===== config.mk =====
export PLATFORM = sky130hd
export DESIGN_NAME = mem_stage_lsu
export DESIGN_NICKNAME = d
export VERILOG_FILES = /design/src/rtl/mem_stage_lsu.sv
export SDC_FILE = /design/constraint.sdc
export NUM_CORES = 1
export LEC_CHECK = 0
export ABC_CLOCK_PERIOD_IN_PS = 3000
export CAP_MARGIN = 25
export CELL_PAD_IN_SITES_DETAIL_PLACEMENT = 0
export CELL_PAD_IN_SITES_GLOBAL_PLACEMENT = 1
export CORE_MARGIN = 2
export CORE_UTILIZATION = 30
export DETAILED_ROUTE_END_ITERATION = 8
export PLACE_DENSITY_LB_ADDON = 0.1
export SETUP_SLACK_MARGIN = 0.05
export SLEW_MARGIN = 20
export SYNTH_ARGS = -nofsm -noshare
export SYNTH_HDL_FRONTEND = slang
export SYNTH_SLANG_ARGS = --single-unit

===== constraint.sdc =====
create_clock -name clk -period 3 [get_ports clk]
set_input_delay 0.6 -clock clk [delete_from_list [all_inputs] [get_ports clk]]
set_output_delay 0.6 -clock clk [all_outputs]
set_load 0.1 [all_outputs]

===== src/rtl/mem_stage_lsu.sv =====
// ---------------------------------------------------------------------------
// mem_stage_lsu
//
// MEM-stage load/store unit. It takes the EX/MEM pipeline register outputs,
// issues data-memory requests over a valid/ready request channel, waits on a
// valid-only response channel for loads, and holds the MEM/WB boundary flops
// that feed write-back. stall_o freezes EX/MEM and everything upstream while
// a memory operation is in flight.
//
// Optional feature macro: MEM_ALIGN_CHECK_EN
//   defined   : memory ops to non-word-aligned addresses are dropped. No
//               request is issued and addr_err_o pulses for one cycle while
//               the instruction retires without a register write.
//   undefined : no addr_err_o port. The low two address bits are cleared
//               before the request goes out.
//
// Ports
//   clk              rising-edge clock
//   rst              asynchronous reset, active-low
//   alu_res_i        ALU result, also the load/store address
//   rt_data_i        store data
//   rd_i             destination register
//   mem_r_i          load (wins when w_mem_ena_i is also set)
//   w_mem_ena_i      store
//   w_reg_ena_i      register write enable
//   wb_sel_i         1: write back load data, 0: write back alu_res_i
//   dm_req_*         request channel (valid/ready, we, addr, wdata)
//   dm_resp_*        response channel (valid, rdata)
//   stall_o          hold EX/MEM and all upstream stages
//   wb_valid_o       wb_* carries a retired instruction
//   wb_data_o        write-back data
//   wb_rd_o          write-back register
//   wb_w_reg_ena_o   write-back enable, already gated with wb_valid_o
//   addr_err_o       misaligned access pulse (MEM_ALIGN_CHECK_EN only)
// ---------------------------------------------------------------------------
module mem_stage_lsu #(
  parameter int DW = 32,
  parameter int RW = 5
) (
  input  logic          clk,
  input  logic          rst,
  input  logic [DW-1:0] alu_res_i,
  input  logic [DW-1:0] rt_data_i,
  input  logic [RW-1:0] rd_i,
  input  logic          mem_r_i,
  input  logic          w_mem_ena_i,
  input  logic          w_reg_ena_i,
  input  logic          wb_sel_i,
  output logic          dm_req_valid_o,
  input  logic          dm_req_ready_i,
  output logic          dm_req_we_o,
  output logic [DW-1:0] dm_req_addr_o,
  output logic [DW-1:0] dm_req_wdata_o,
  input  logic          dm_resp_valid_i,
  input  logic [DW-1:0] dm_resp_rdata_i,
  output logic          stall_o,
  output logic          wb_valid_o,
  output logic [DW-1:0] wb_data_o,
  output logic [RW-1:0] wb_rd_o,
  output logic          wb_w_reg_ena_o
`ifdef MEM_ALIGN_CHECK_EN
  ,
  output logic          addr_err_o
`endif
);

  typedef enum logic {
    IDLE,
    WAIT_RESP
  } state_e;

  state_e        state_q, state_d;

  // Load context captured at request acceptance; EX/MEM stays stalled, but
  // keeping a private copy makes write-back independent of upstream inputs.
  logic [RW-1:0] ld_rd_q;
  logic          ld_w_reg_q;
  logic          ld_sel_q;
  logic [DW-1:0] ld_alu_q;

  logic          wb_valid_q;
  logic [DW-1:0] wb_data_q;
  logic [RW-1:0] wb_rd_q;
  logic          wb_w_reg_q;

  logic          mem_op;
  logic          is_store;
  logic          misaligned;
  logic          req_valid;
  logic          load_accept;
  logic          stall;

  // A simultaneous load and store decodes as a load so no write can escape.
  assign mem_op   = mem_r_i | w_mem_ena_i;
  assign is_store = w_mem_ena_i & ~mem_r_i;

`ifdef MEM_ALIGN_CHECK_EN
  logic addr_err_q;
  assign misaligned = mem_op & (alu_res_i[1:0] != 2'b00);
  assign addr_err_o = addr_err_q;
`else
  assign misaligned = 1'b0;
`endif

  // Request/stall decode. The request is combinational from EX/MEM, which
  // is held by our own stall, so valid/addr/wdata stay put until accepted.
  always_comb begin
    state_d     = state_q;
    req_valid   = 1'b0;
    load_accept = 1'b0;
    stall       = 1'b0;
    case (state_q)
      IDLE: begin
        if (mem_op && !misaligned) begin
          req_valid = 1'b1;
          if (is_store) begin
            stall = ~dm_req_ready_i;
          end else begin
            stall = 1'b1;
            if (dm_req_ready_i) begin
              load_accept = 1'b1;
              state_d     = WAIT_RESP;
            end
          end
        end
      end
      WAIT_RESP: begin
        stall = ~dm_resp_valid_i;
        if (dm_resp_valid_i) begin
          state_d = IDLE;
        end
      end
      default: begin
        state_d = IDLE;
      end
    endcase
  end

  // Reset is folded into valid so no request escapes while held in reset.
  assign dm_req_valid_o = req_valid & rst;
  assign dm_req_we_o    = req_valid & is_store;
  assign dm_req_addr_o  = {alu_res_i[DW-1:2], 2'b00};
  assign dm_req_wdata_o = rt_data_i;
  assign stall_o        = stall;

  // FSM state, load context and MEM/WB boundary. A stalled cycle leaves a
  // bubble; data/rd are held so only valid and the write enable change.
  always_ff @(posedge clk or negedge rst) begin
    if (!rst) begin
      state_q    <= IDLE;
      ld_rd_q    <= '0;
      ld_w_reg_q <= 1'b0;
      ld_sel_q   <= 1'b0;
      ld_alu_q   <= '0;
      wb_valid_q <= 1'b0;
      wb_data_q  <= '0;
      wb_rd_q    <= '0;
      wb_w_reg_q <= 1'b0;
`ifdef MEM_ALIGN_CHECK_EN
      addr_err_q <= 1'b0;
`endif
    end else begin
      state_q <= state_d;
      if (load_accept) begin
        ld_rd_q    <= rd_i;
        ld_w_reg_q <= w_reg_ena_i;
        ld_sel_q   <= wb_sel_i;
        ld_alu_q   <= alu_res_i;
      end
      if (stall) begin
        wb_valid_q <= 1'b0;
        wb_w_reg_q <= 1'b0;
      end else if (state_q == WAIT_RESP) begin
        wb_valid_q <= 1'b1;
        wb_data_q  <= ld_sel_q ? dm_resp_rdata_i : ld_alu_q;
        wb_rd_q    <= ld_rd_q;
        wb_w_reg_q <= ld_w_reg_q;
      end else begin
        // Unstalled IDLE: ALU op, accepted store, or dropped misaligned op.
        // Only a plain ALU op is allowed to write the register file.
        wb_valid_q <= 1'b1;
        wb_data_q  <= alu_res_i;
        wb_rd_q    <= rd_i;
        wb_w_reg_q <= w_reg_ena_i & ~mem_op;
      end
`ifdef MEM_ALIGN_CHECK_EN
      addr_err_q <= (state_q == IDLE) && misaligned;
`endif
    end
  end

  assign wb_valid_o     = wb_valid_q;
  assign wb_data_o      = wb_data_q;
  assign wb_rd_o        = wb_rd_q;
  assign wb_w_reg_ena_o = wb_w_reg_q & wb_valid_q;

endmodule


=== Word-level counts from Yosys, hierarchy flattened ===
Cells that the tools add are included.
W data, S select, Z words.

* Bits in registers: 79
* Input port bits: 109
* Output and inout bits: 106
* Logic and storage cells: 37

* Muxes and demuxes: 17
* Bitwise gates (word level): 11

{| class="wikitable"
|+ Operators with widths
! cell !! number
|-
| $mux W32 || 2
|-
| $mux W1 || 12
|-
| $and A1 B1 Y1 || 5
|-
| $mux W5 || 1
|-
| $not A1 Y1 || 5
|-
| $pmux W1 S2 || 2
|-
| $or A1 B1 Y1 || 1
|}

=== Logic depth before layout (Yosys ltp) ===
* Depth in word-level cells: 6
* Depth in mapped cells: 5
* Depth with buffers taken out: 4

=== Least setup slack after synthesis ===
Ideal clock, no wire load.

* Kind: input -> output
* From: in mem_r_i
* To: out dm_req_valid_o
* Arrival time: 2.838 ns
* Data required time: 2.400 ns
* Setup slack: -0.438 ns
* Stages: 2
* Path buffers: 0
* Cell sequence: nor2_1 -> nor3b_1

* Cells in the longest elaborated chain, start to end: 4

{| class="wikitable"
|+ Ends and longest elaborated chain
! what !! RTL line !! RTL
|-
| from (decl) || 45 || <nowiki>input logic mem_r_i,</nowiki>
|-
| $or A1 B1 Y1 || 94 || <nowiki>assign mem_op = mem_r_i | w_mem_ena_i;</nowiki>
|-
| $mux W1 || 114 || <nowiki>if (mem_op && !misaligned) begin</nowiki>
|-
| $mux W1 || 112 || <nowiki>case (state_q)</nowiki>
|-
| $and A1 B1 Y1 || 140 || <nowiki>assign dm_req_valid_o = req_valid & rst;</nowiki>
|-
| to (decl) || 49 || <nowiki>output logic dm_req_valid_o,</nowiki>
|}

Every way passes these cells.

=== Worst setup path in the final report ===
Ends and elaborated chain as after synthesis.

==> metrics.yaml <==
synthesis:
  yosysSeqAreaShare_pct: 49.6
  avgSynthCellArea_um2: 12.4
  synth_cell_types: 21
  yosys_register_bits: 79
  syn_area_um2: 3990
  synth_cells: 322
  ys_warn_count: 0
placed_design:
  gp_congestion: 0.746
  place_inst: 573
  place_area_um2: 5070
  numPortBuffers: 148
  dp_hpwl_um: 6820
sta:
  rsz0062_at_grt: "no"
  period_share_pct: 82.4
  setup_violations: 0
  hold_viol: 0
  slew_headroom_pct: 52.8
  final_max_slew_viol_count: 0
  fin_worst_skew_ns: 0.00487
  min_period_ns: 2.47
  setup-tns-final_ns: 0
  worstMarginPinSlew_ns: 0.706
  max_freq_mhz: 405
worst_setup_path:
  endpoint_kind: "output port"
  crit_buf_inv: 2
  slowest_stage: "clkdlybuf4s50_1"
  critPathMaxStageDelay_ns: 0.67
  crit_family: "buffers and inverters"
  required_ns: 2.40
  cp_max_fo: 5
  cp-start-kind: "input port"
  crit_type: "input port to output port"
  worstPathCellList: "clkdlybuf4s50_1 -> nor2_1 -> nor3b_2 -> buf_12"
  worstPathArrival_ns: 1.87
floorplanning:
  dieArea_um2: 14200
  boundaryPins: 215
  fp.dieH_um: 119
  num_rows: 42
  start_util_pct: 30.5
  coreArea_um2: 13100
  die_w_um: 119
job:
  cap_violations: 0
finish:
  layout_common_cells: "dfrtp_1 (78), buf_4 (76), clkdlybuf4s50_1 (75)"
  fin_area_um2: 5330
  area_delta_synth_final_pct: 33.6
  n_fill_cell: 1265
  drive_above_1_share_pct: 36.8
  fin_cells: 589
  layout_commonest_cell: "dfrtp_1"
  nets: 517
  n_antenna_cell: 0
  seqCellArea_um2: 1980
  multi_input_area_um2: 1440
detailed_routing:
  ant_nets: 0
  drt-total-wl_um: 10100
  first_iter_violations: 102
  wl_per_cell_um: 17.1
  avgViaCountPerCell: 4.71
  first_pass_iters: 4
  routed-via-count: 2777
  drc_errors: 0
clock_tree:
  clock-root-buffer: "clkbuf_16"
  cts_resized: 0
  numCtsBuffers: 9
  path_clk_slew_ns: 0.06
  clockBufferDepth: 2
  clkLatencyLatePin_ns: 0.34
  hold_buffers: 0
  cts_tree: "yes"
  cts.htree.levels: 3
  cts_sinks: 79
  post_cts_buffers: 0
global_routing:
  grt_pass1_vias: 2860
  grtUsageTotal_pct: 14.6
  grt.overflow.total: 0
  grt_max_degree: 44
  antenna_found_initial: 0
  grt_pass1_wl_um: 16000
power_and_ir_drop:
  ir_drop_mv: 0.453
  power.static_leakage_nw: 2.39
  power_density_nw_per_um2: 851
status:
  outcome: "finished, final reports clean"
hold_path:
  hold_class: "input port to async pin"
## cells by family after synthesis
logic type	share of synthesized area [%]
other	0.0940
and+or+nand+nor	4.71
DFF	49.6
buffers and inverters	14.9
muxes	21.9
AOI/OAI and AO/OA	8.85
## worst reg2reg max path, delay by kind of cell (launching register included)
family	cells	cell delay, ns
buf+inv	2	0.46
flops	1	0.71
mux	1	0.37
simple gates	1	0.32
## metrics by stage
stage / total power, mW / setup WS (ns) / utilization [%] / hold slack, ns
6_report: 4.54 / 0.529 / 40.7 / 0.318
5_1_grt: 4.75 / 0.459 / 40.7 / 0.354
4_1_cts: 4.62 / 0.506 / 40.7 / 0.330
3_5_place_dp: 3.60 / 0.471 / 38.8 / 0.489
3_3_place_gp: 3.59 / 0.508 / 38.8 / 0.482
2_1_floorplan: 3.28 / 0.549 / - / 0.304
## Yosys cell counts
cell / count / area [um^2]
dfrtp_1: 79 / 1980
buf_6: 3 / 33.8
and2_1: 2 / 12.5
nand3_1: 1 / 5.00
o31ai_4: 1 / 21.3
a221o_1: 32 / 320
clkbuf_1: 4 / 15.0
a31oi_1: 1 / 6.26
inv_1: 1 / 3.75
nor2b_4: 1 / 13.8
buf_2: 11 / 55.1
buf_4: 64 / 480
conb_1: 1 / 3.75
nor3b_1: 2 / 15.0
mux2i_1: 32 / 320
mux2_2: 49 / 552
nor2_1: 34 / 128
o21ai_0: 1 / 5.00
nor3_2: 1 / 10.0
nand2_1: 1 / 3.75
inv_4: 1 / 6.26
## final timing paths
check,to,start,cells after the start,slack (ns)
setup / recovery,dm_req_valid_o,mem_r_i,4,0.53
hold / removal,wb_rd_o[3],rst,2,0.32
setup reg to reg,ld_alu_q[21],state_q,4,1.03
hold reg to reg,ld_rd_q[2],ld_rd_q[2],1,0.50
max in group asynchronous,ld_sel_q,rst,3,1.67
min in group clk,ld_rd_q[2],ld_rd_q[2],1,0.50
## state kept, by name (all words and copies together) (netlist names)
| name | cells |
|---|---|
| ld_alu_q | 32 |
| ld_rd_q | 5 |
| ld_sel_q | 1 |
| ld_w_reg_q | 1 |
| state_q | 1 |
| wb_data_o | 32 |
| wb_rd_o | 5 |
| wb_valid_o | 1 |
| wb_w_reg_q | 1 |
## routing by layer
metal  part of all wire (%)  global-route usage (%)  wire length, um  up-vias
li1                       -                       -                -     1259
met1                     42                    18.0             4250     1399
met2                     50                    23.8             5020      101
met3                    7.1                    5.60              719       18
met4                   0.95                    4.34               96        0
met5                      0                       0                0        -
## final cells by class
class | instances | share of cell area [%]
sequential | 79 | 37.1
multi-input combinational | 160 | 27.0
timing repair buffer | 156 | 26.7
clock buffer | 11 | 4.37
tap | 176 | 4.13
clock inverter | 5 | 0.470
inverter | 2 | 0.188
## power by group
group	internal (mW)	switching, mW
Combinational	0.601	1.48
Clock	0.553	0.426
Sequential	1.31	0.167
(Power assumes the default switching activity.)
